## src/rtl/tdf_stream_queue_if.sv

```systemverilog
// tdf_stream_queue_if
//   One TDF token stream using the _d/_e/_v/_b handshake.
//   master : token producer. It drives d/e/v and samples b.
//   slave  : token consumer. It samples d/e/v and drives b.
//   d  token data (W bits)
//   e  end-of-stream flag carried with the token
//   v  token valid
//   b  back-pressure from consumer to producer
interface tdf_stream_queue_if #(
  parameter int W = 16
);
  logic [W-1:0] d;
  logic         e;
  logic         v;
  logic         b;

  modport master (output d, e, v, input b);
  modport slave  (input d, e, v, output b);
endinterface

```

## src/rtl/tdf_stream_queue.sv

```systemverilog
// tdf_stream_queue
//   Parametrised first-word-fall-through input queue for a TDF page stream.
//   Tokens ({e, d}) are held in a DEPTH-entry circular buffer.
//   in_b (inPort.b) is a registered occupancy watermark. It asserts once
//   DEPTH-RESERVE slots are in use, so a producer that sees it up to RESERVE
//   cycles late still never overflows. Any token that cannot be stored is
//   discarded and sets a sticky overflow flag.
//
//   Ports:
//     clock     rising-edge clock
//     reset     asynchronous, active-low reset
//     inPort    slave side of the producer stream (d/e/v in, b out)
//     outPort   master side toward operator logic (d/e/v out, b in)
//     level     current occupancy, 0..DEPTH
//     overflow  sticky: a token was dropped since reset
module tdf_stream_queue #(
  parameter int W       = 16,
  parameter int DEPTH   = 4,
  parameter int RESERVE = 1
) (
  input  logic                     clock,
  input  logic                     reset,
  tdf_stream_queue_if.slave        inPort,
  tdf_stream_queue_if.master       outPort,
  output logic [$clog2(DEPTH):0]   level,
  output logic                     overflow
);
  localparam int AW = $clog2(DEPTH);
  localparam int LW = AW + 1;
  localparam logic [LW-1:0] FULL_LVL = LW'(DEPTH);
  localparam logic [LW-1:0] HI_WM    = LW'(DEPTH - RESERVE);

  typedef struct packed {
    logic         e;
    logic [W-1:0] d;
  } entry_t;

  entry_t          mem [DEPTH];
  logic [AW-1:0]   rdPtr, wrPtr;
  logic [LW-1:0]   count, countNext;
  logic            inBReg;
  logic            ovfReg;

  logic            full;
  logic            pop;
  logic            pushOk;
  logic            drop;
  entry_t          head;

  assign full   = (count == FULL_LVL);
  assign pop    = outPort.v & ~outPort.b;
  // A full queue still takes a token when the head leaves on the same edge.
  assign pushOk = inPort.v & (~full | pop);
  assign drop   = inPort.v & ~pushOk;

  always_comb begin
    countNext = count;
    case ({pushOk, pop})
      2'b10:   countNext = count + LW'(1);
      2'b01:   countNext = count - LW'(1);
      default: countNext = count;
    endcase
  end

  // Storage is cleared on reset so the head output is never X.
  always_ff @(posedge clock or negedge reset) begin
    if (!reset) begin
      for (int i = 0; i < DEPTH; i++) mem[i] <= '0;
    end else if (pushOk) begin
      mem[wrPtr] <= '{e: inPort.e, d: inPort.d};
    end
  end

  // DEPTH is a power of two, so the pointers wrap through natural overflow.
  always_ff @(posedge clock or negedge reset) begin
    if (!reset) begin
      rdPtr  <= '0;
      wrPtr  <= '0;
      count  <= '0;
      inBReg <= 1'b0;
      ovfReg <= 1'b0;
    end else begin
      if (pushOk) wrPtr <= wrPtr + AW'(1);
      if (pop)    rdPtr <= rdPtr + AW'(1);
      count  <= countNext;
      // The watermark looks at post-edge occupancy, one cycle behind a comb full.
      inBReg <= (countNext >= HI_WM);
      if (drop) ovfReg <= 1'b1;
    end
  end

  assign head      = mem[rdPtr];
  assign outPort.d = head.d;
  assign outPort.e = head.e;
  assign outPort.v = (count != '0);
  assign inPort.b  = inBReg;
  assign level     = count;
  assign overflow  = ovfReg;
endmodule

```

## src/flat_wrapper.sv

```systemverilog
// flat-port wrapper written by rule: the top's interface ports become plain ports
module tdf_stream_queue_flat 
#(
  parameter int W       = 16,
  parameter int DEPTH   = 4,
  parameter int RESERVE = 1
)
  (clock, reset, level, overflow, inPort_d, inPort_e, inPort_v, inPort_b, outPort_d, outPort_e, outPort_v, outPort_b);
  tdf_stream_queue_if #(.W(W)) inPort_i ();
  tdf_stream_queue_if #(.W(W)) outPort_i ();
  input  logic clock;
  input  logic reset;
  output logic [$clog2(DEPTH):0] level;
  output logic overflow;
  input wire logic [$bits(inPort_i.d)-1:0] inPort_d;
  input wire logic [$bits(inPort_i.e)-1:0] inPort_e;
  input wire logic [$bits(inPort_i.v)-1:0] inPort_v;
  output wire logic [$bits(inPort_i.b)-1:0] inPort_b;
  output wire logic [$bits(outPort_i.d)-1:0] outPort_d;
  output wire logic [$bits(outPort_i.e)-1:0] outPort_e;
  output wire logic [$bits(outPort_i.v)-1:0] outPort_v;
  input wire logic [$bits(outPort_i.b)-1:0] outPort_b;
  assign inPort_i.d = inPort_d;
  assign inPort_i.e = inPort_e;
  assign inPort_i.v = inPort_v;
  assign inPort_b = inPort_i.b;
  assign outPort_d = outPort_i.d;
  assign outPort_e = outPort_i.e;
  assign outPort_v = outPort_i.v;
  assign outPort_i.b = outPort_b;
  tdf_stream_queue #(.W(W), .DEPTH(DEPTH), .RESERVE(RESERVE)) u_core (.clock(clock), .reset(reset), .inPort(inPort_i), .outPort(outPort_i), .level(level), .overflow(overflow));
endmodule
```

## config.mk

```make
export PLATFORM = sky130hd
export DESIGN_NAME = tdf_stream_queue_flat
export DESIGN_NICKNAME = d
export VERILOG_FILES = /design/src/rtl/tdf_stream_queue_if.sv /design/src/rtl/tdf_stream_queue.sv /design/src/flat_wrapper.sv
export SDC_FILE = /design/constraint.sdc
export NUM_CORES = 1
export LEC_CHECK = 0
export BUFFER_PORTS_ARGS = -buffer_cell sky130_fd_sc_hd__buf_4
export CORE_MARGIN = 4
export CORE_UTILIZATION = 45
export DETAILED_ROUTE_END_ITERATION = 8
export GPL_TIMING_DRIVEN = 1
export SETUP_SLACK_MARGIN = 0.05
export SLEW_MARGIN = 25
export SYNTH_ARGS = -nofsm -noshare
export SYNTH_HDL_FRONTEND = slang
export SYNTH_SLANG_ARGS = --single-unit
```

## constraint.sdc

```tcl
create_clock -name clock -period 2.82 [get_ports clock]
set_input_delay 0.423 -clock clock [delete_from_list [all_inputs] [get_ports clock]]
set_output_delay 0.423 -clock clock [all_outputs]
set_load 0.05 [all_outputs]
```

== Word-level counts from Yosys, hierarchy flattened ==
Cells that the tools add are included.

* Bits in registers: 77
* Input port bits: 21
* Logic and storage cells: 42

* $add $sub $neg: 4
* Magnitude comparators: 4
* Eq/ne operators: 3
* Multiplexer cells: 7
* Bitwise logic cells: 9
* Reductions and logical operators: 2

{| class="wikitable"
|+ Operators by type and width
! cell !! number
|-
| $bwmux W68 || 1
|-
| $mux W17 || 3
|-
| $bmux W17 S2 || 1
|-
| $demux W17 S2 || 1
|-
| $ge A3 B3 Y1 const B || 2
|-
| $not A2 Y3 || 2
|-
| $pmux W3 S2 || 1
|-
| $add A2 B1 Y2 const B || 2
|-
| $add A3 B1 Y3 const B || 1
|-
| $and A1 B1 Y1 || 3
|-
| $eq A3 B3 Y1 const B || 1
|-
| $ge A3 B2 Y1 const B || 1
|-
| $lt A3 B1 Y1 const B || 1
|-
| $not A1 Y1 || 3
|-
| $reduce_bool A3 Y1 || 1
|-
| $sub A3 B1 Y3 const B || 1
|-
| $eq A2 B1 Y1 const B || 1
|-
| $eq A2 B2 Y1 const B || 1
|-
| $logic_and A1 B1 Y1 || 1
|-
| $or A1 B1 Y1 || 1
|}

== Logic depth before layout (Yosys ltp) ==
Gate-level depths: netlist of run 1.

* Depth in word-level cells: 7
* Gate-level depth with buffers: 8

== Worst setup path before layout of run 1 ==
No wires, ideal clock.

* Path kind: reg2reg
* From: register u_core.count[0] (netlist: u_core.level[0])
* To: register u_core.inBReg (netlist: u_core.inPort.b)
* Setup time: 137 ps
* Data arrival time: 2,337 ps
* Slack: 345 ps
* Stages on the path, launching flop included: 9
* Buffers on the path: 1
* Cells stage by stage: dfrtp_1 -> and4bb_1 -> buf_6 -> nand2b_4 -> ha_1 -> fa_1 -> mux2_2 -> nand2_1 -> o211ai_1

* Word-level cells in the longest chain between the ends: 7
* Elaborated cells between the ends (all ways): 12
* Those cells by class: add/sub (2); order compare (1); eq/ne (3); mux (1); bitwise (4); reduce/logical (1)

{| class="wikitable"
|+ Ends and longest elaborated chain
! element !! line !! text
|-
| from (decl) || tdf_stream_queue.sv:40 || <nowiki>logic [LW-1:0] count, countNext;</nowiki>
|-
| from (signal assigned) || tdf_stream_queue.sv:85 || <nowiki>count <= countNext;</nowiki>
|-
| $reduce_bool A3 Y1 or $eq A3 B3 Y1 (tied branches) || tdf_stream_queue.sv:95, tdf_stream_queue.sv:50 ||
|-
| $and A1 B1 Y1 or $not A1 Y1 (tied branches) || tdf_stream_queue.sv:51, tdf_stream_queue.sv:53 ||
|-
| $or A1 B1 Y1 || tdf_stream_queue.sv:53 || <nowiki>assign pushOk = inPort.v & (~full | pop);</nowiki>
|-
| $and A1 B1 Y1 || tdf_stream_queue.sv:53 ||
|-
| $eq A2 B1 Y1 or $eq A2 B2 Y1 (tied branches) || tdf_stream_queue.sv:58 || <nowiki>case ({pushOk, pop})</nowiki>
|-
| $pmux W3 S2 (*) || tdf_stream_queue.sv:58 ||
|-
| named net u_core.countNext[1] || tdf_stream_queue.sv:40 ||
|-
| $ge A3 B2 Y1 (*) || tdf_stream_queue.sv:87 || <nowiki>inBReg <= (countNext >= HI_WM);</nowiki>
|-
| to (signal assigned) || tdf_stream_queue.sv:87 ||
|-
| to (decl) || tdf_stream_queue.sv:41 || <nowiki>logic inBReg;</nowiki>
|}

The timed path passes the listed nets; every way through them passes the cells marked *.
A chain may end at the register's enable or synchronous reset.

== Worst setup path after layout of run 1 ==
* From: register u_core.rdPtr[0]
* To: output outPort_d[11]

* Word-level cells in the longest chain between the ends: 4

{| class="wikitable"
|+ Ends and longest elaborated chain
! element !! line !! text
|-
| from (decl) || tdf_stream_queue.sv:39 || <nowiki>logic [AW-1:0] rdPtr, wrPtr;</nowiki>
|-
| from (signal assigned) || tdf_stream_queue.sv:84 || <nowiki>if (pop) rdPtr <= rdPtr + AW'(1);</nowiki>
|-
| $not A2 Y3 (not written as such) || tdf_stream_queue.sv:92 || <nowiki>assign head = mem[rdPtr];</nowiki>
|-
| $bmux W17 S2 || tdf_stream_queue.sv:92 ||
|-
| $mux W17 (not written as such) (2 in series) || tdf_stream_queue.sv:92 ||
|-
| to (decl) || flat_wrapper.sv:19 || <nowiki>output wire logic [$bits(outPort_i.d)-1:0] outPort_d;</nowiki>
|}

Every way passes these cells. The select of a mux whose other input is x is not followed.

==> out/metrics.yaml, run 1 <==
synthesis:
  synthAdderAreaFrac_pct: 2.247
  ys_seq_area_share_pct: 52.43
  synth_top_family_by_area: "multiplexers"
  synth_edf_count: 0
  yosysTopAreaCellShare_pct: 52.43
  yosysWarningCount: 0
  syn-instance-count: 206
  synth_compound_area_share_pct: 0.7150
  syn_avg_cell_area_um2: 17.84
  ys_ff_latch: 77
  synthArstFlopShare_pct: 100.0
  ys.flop_type: "dfrtp_1"
  synth_area_mm2: 0.003675
  yosysTopAreaCell: "dfrtp_1"
  synth_xor_area_share_pct: 1.192
  syn_nets: 233
  synth.top_cells.by_area: "dfrtp_1 (52%), mux2_4 (16%), mux4_2 (10%)"
  synthDistinctLibCells: 25
  yosys.area_share.simple_pct: 4.018
  synthMuxAreaShare_pct: 35.96
critical_path:
  cp.required_ns: 2.40
  critPathTopFamily: "flip-flops"
  worstSetupEndpointType: "output port"
  critical_path_peak_fanout: 13
  cpMaxStageDelayCell: "dfrtp_1"
  worst_ep_arrival_time_ns: 1.93
  crit_type: "flop to output port"
  worst_setup_path_start_kind: "flop"
  worst-path-buf-inv: 2
  worstPathCellList: "buf_12, mux4_2, buf_4"
  critical_path.max_stage_delay_ns: 0.61
cells_and_area:
  final-seq-area_mm2: 0.001927
  multiInputGateArea_mm2: 0.001622
  nFillCells: 657
  post-route-cell-area_mm2: 0.004289
  drive_above_1_share_pct: 59.46
  syn2layout_area_growth_pct: 16.72
  layout.cells.non_filler: 361
  final_nets: 281
  diodes: 0
sta:
  grt_setup_unrepaired: "false"
  fin_skew_ns: 0.01159
  relSlewSlack_pct: 53.86
  min_period_ns: 2.356
  slew_violations: 0
  tightest_slew_ns: 0.6921
  fmax_ghz: 0.4245
  final-setup-viol-count: 0
  min_period_over_period_pct: 83.54
  setup_ws_ns: 0.4643
  finalSetupTns_ns: 0
  hold_viol: 0
placement:
  dpl.cell_count: 345
  hpwlAfterDp_um: 3998
  placed_cell_area_mm2: 0.004045
  pre_cts_slack_ns: 0.6685
  gp_congestion: 0.6910
  io_buffers: 43
clocking:
  cts.clk_slew.worst_paths_ns: 0.08
  clk_latency_ns: 0.35
  cts_tree: "done"
  cts.sinks: 77
  cts-resized-gates: 0
  cts_buffers: 9
  postCtsSetupRepairBufs: 0
  cts_max_level: 3
  clockBufferDepth: 2
  postCtsHoldBufs: 0
  clockRootBuffer: "clkbuf_8"
hold_path:
  hold_path.class: "input port to asynchronous set/reset pin"
floorplanning:
  num_rows: 32
  floorplan.initialDensity_pct: 46.83
  die_width_um: 98.37
  io_pins: 44
  fp.dieArea_mm2: 0.009676
  die_y_um: 98.37
  fp.coreArea_mm2: 0.007848
route:
  ant_nets: 0
  wl_per_cell_um: 18.16
  drt-initial-drc-count: 57
  via_per_inst: 5.186
  num_vias: 1872
  drt-total-wl_um: 6555
  drc: 0
  firstDrtPassIters: 4
global_route:
  grt_usage_pct: 14.57
  antenna_found_initial: 0
  grt_max_degree: 78
  grt_pass1_vias: 2019
  grt_overflow: 0
  grt_first_pass_wirelength_um: 10930
run_status:
  outcome: "completed"
job:
  cap_violations: 0
-- synthesized netlist by cell type, types with 2 or more instances --
| master | instances |
|---|---|
| mux2_2 | 30 |
| ha_1 | 5 |
| buf_12 | 4 |
| xor2_1 | 2 |
| mux2_4 | 40 |
| o21ai_0 | 2 |
| dfrtp_1 | 77 |
| nor2_8 | 4 |
| inv_1 | 3 |
| nand2_1 | 5 |
| xnor2_1 | 3 |
| mux4_2 | 17 |
| buf_4 | 2 |
-- logic make-up after synthesis --
family          after synthesis
fa+ha+maj                     6
buf+inv                      12
compound gates                4
xor+xnor                      5
flops                        77
mux                          87
simple gates                 15
-- cells in the final DEF (no fill, tap or decap), types with 2 or more instances in the layout --
master,instances
buf_4,44
inv_1,3
o21ai_0,2
nand2_1,5
bufinv_16,3
clkbuf_1,2
mux2_2,30
ha_1,5
nor2_8,4
dfrtp_1,77
xnor2_1,3
clkbuf_8,10
mux2_4,40
mux4_2,17
xor2_1,2
-- per-stage QoR --
stage               hold slack, ns  util, %
global placement            0.4472    51.55
global route                0.1432    54.66
detailed placement          0.4528    51.55
finish                     0.09524    54.66
CTS                         0.2603    54.61
floorplan                   0.1274        -
-- metal layers --
layer	track usage (%)	share of wire, %	wire length, µm
met1	20.27	47	3090
met3	5.857	5.8	381
met2	21.53	46	3032
met4	3.466	0.78	51
met5	0	0	0
-- flip-flops by register name, summed over array words and instances, names as in the netlist --
register and flops:
u_core.mem 68, u_core.level 3, u_core.rdPtr 2, u_core.wrPtr 2
u_core.inPort.b 1, u_core.overflow 1
-- cell type report --
class,count,share of cell area [%]
Sequential cell,77,44.92
Multi-Input combinational cell,117,37.81
Timing Repair Buffer,46,8.431
Clock buffer,12,3.384
Tap cell,102,2.975
Clock inverter,4,2.217
Inverter,3,0.2625
-- worst paths after layout --
check / slack (ns) / end / startpoint / depth (start not counted)
worst max-delay path: 0.46 / outPort_d[11] / u_core.rdPtr[0]$_DFFE_PN0P_ / 3
worst min-delay path: 0.1 / u_core.mem[58]$_DFFE_PN0P_ / reset / 1
worst max register to register: 0.69 / u_core.inPort.b$_DFF_PN0_ / u_core.level[0]$_DFF_PN0_ / 7
worst min register to register: 0.46 / u_core.overflow$_DFFE_PN0P_ / u_core.overflow$_DFFE_PN0P_ / 1
max in group asynchronous: 2.25 / u_core.mem[35]$_DFFE_PN0P_ / reset / 1
min in group clock: 0.33 / u_core.mem[50]$_DFFE_PN0P_ / inPort_e / 2
Power of run 1 is not shown: default switching activity piles up to over one toggle a cycle in this logic, so the estimate is an artifact.
==> inputs of run 2 (changes only) <==
--- a/config.mk
+++ b/config.mk
@@ -10,6 +10,7 @@
 export CORE_UTILIZATION = 45
 export DETAILED_ROUTE_END_ITERATION = 8
 export GPL_TIMING_DRIVEN = 1
+export PLACE_DENSITY = 0.67
 export SETUP_SLACK_MARGIN = 0.05
 export SLEW_MARGIN = 25
 export SYNTH_ARGS = -nofsm -noshare
==> constraint.sdc (replaced) <==
create_clock -name clock -period 2.1 [get_ports clock]
set_input_delay 0.315 -clock clock [delete_from_list [all_inputs] [get_ports clock]]
set_output_delay 0.315 -clock clock [all_outputs]
set_load 0.05 [all_outputs]
==> out/metrics.yaml, run 2 (synthesis gave the netlist of run 1 again) <==
route:
  firstDrtPassIters: 4
  ant_nets: 0
  drc: 0
  drt-initial-drc-count: 51
  num_vias: 1865
  via_per_inst: 5.027
  drt-total-wl_um: 6594
  wl_per_cell_um: 17.77
cells_and_area:
  drive_above_1_share_pct: 63.20
  final_common_cell: "dfrtp_1"
  diodes: 0
  layout_common_cells: "dfrtp_1 (74), buf_4 (53), mux2_4 (41)"
  syn2layout_area_growth_pct: 18.76
  final_nets: 292
  largest_register_ff_count: 68
  final_core_util_pct: 55.61
  nFillCells: 657
  layout.cells.non_filler: 371
  top_register: "u_core.mem"
floorplanning:
  io_pins: 44
  die_y_um: 98.37
  fp.coreArea_mm2: 0.007848
  die_width_um: 98.37
  num_rows: 32
  fp.dieArea_mm2: 0.009676
  floorplan.initialDensity_pct: 46.83
placement:
  dpl.cell_count: 351
  gp_congestion: 0.7022
  io_buffers: 43
  pre_cts_slack_ns: 0.07501
  hpwlAfterDp_um: 4335
global_route:
  globalRoute.busiestLayer: "met2"
  use_met1_pct: 19.81
  met3_usage_pct: 4.929
  grt_pass1_vias: 2070
  grt_usage_pct: 14.54
  antenna_found_initial: 0
  grt_first_pass_wirelength_um: 10890
  globalRouteMet2Util_pct: 21.84
  grt_max_degree: 33
  grt_overflow: 0
sta:
  relSlewSlack_pct: 71.47
  min_period_ns: 2.015
  final-setup-viol-count: 0
  grt_setup_unrepaired: "true"
  min_period_over_period_pct: 95.96
  slew_violations: 0
  fin_skew_ns: 0.009910
  tightest_slew_ns: 0.4280
  hold_viol: 0
  hold_ws_ns: 0.2169
  fmax_ghz: 0.4962
  setup_ws_ns: 0.08482
clocking:
  cts_buffers: 9
  cts.sinks: 77
  clockBufferDepth: 2
  clockRootBuffer: "clkbuf_8"
  clk_latency_ns: 0.35
  cts_max_level: 3
  cts.clk_slew.worst_paths_ns: 0.08
  cts_tree: "done"
job:
  cap_violations: 0
critical_path:
  worst_setup_path_start_kind: "flop"
  critical_path_peak_fanout: 5
  worst_ep_arrival_time_ns: 2.24
  r2r_cells: 7
  crit_type: "flop to flop"
  cp.required_ns: 2.32
  worstSetupEndpointType: "flop"
run_status:
  outcome: "completed"
hold_path:
  hold_path.class: "input port to flop"
  min_path_cells: 2
==> run 2: through the flow <==
step / setup TNS, ns / area [µm²]
after floorplan: -0.2799 / 3691
after global placement: 0 / 4119
after detailed placement: 0 / 4119
after CTS: 0 / 4322
after global routing: 0 / 4364
final: 0 / 4364
==> run 2: timing repair <==
item,in CTS,in global routing
buffers inserted,0,4
gates resized for setup,1,3
endpoints found under the setup margin,8,14
endpoints found under the hold margin,30,0
hold buffers,1,0
pin swaps,0,1
==> run 2: per-layer routing <==
layer | wire (µm) | up-vias | share of wire, %
li1 | - | 867 | -
met1 | 3102 | 956 | 47
met2 | 3110 | 33 | 47
met3 | 276 | 9 | 4.2
met4 | 105 | 0 | 1.6
met5 | 0 | - | 0
==> run 2: critical path: stages (launching register included) <==
cell      delay [ns]
dfrtp_2         0.45
and4bb_1        0.30
nand2b_4        0.15
ha_4            0.14
fa_1            0.41
mux2_4          0.29
nand2_1         0.07
o211ai_1        0.08
==> run 2: worst paths after layout <==
| check | start | to | slack, ns |
|---|---|---|---|
| max in group asynchronous | reset | u_core.mem[66]$_DFFE_PN0P_ | 1.06 |
| min reg2reg | u_core.overflow$_DFFE_PN0P_ | u_core.overflow$_DFFE_PN0P_ | 0.48 |
| max reg2reg | u_core.level[1]$_DFF_PN0_ | u_core.inPort.b$_DFF_PN0_ | 0.08 |
| max | u_core.level[1]$_DFF_PN0_ | u_core.inPort.b$_DFF_PN0_ | 0.08 |
| min | inPort_d[8] | u_core.mem[25]$_DFFE_PN0P_ | 0.22 |
| min in group asynchronous | reset | u_core.mem[42]$_DFFE_PN0P_ | 0.43 |
==> run 2: area by class of cell <==
cell class / count / area (µm²) / share of cell area (%)
well taps: 102 / 127.6 / 2.924
repair buffers: 57 / 462.9 / 10.61
clock buffers: 9 / 123.9 / 2.838
clock inverters: 6 / 65.06 / 1.491
flip-flops and latches: 77 / 1931 / 44.24
multi-input cells: 117 / 1643 / 37.64
inverters: 3 / 11.26 / 0.2580
Power of run 2 is left out for the same reason.
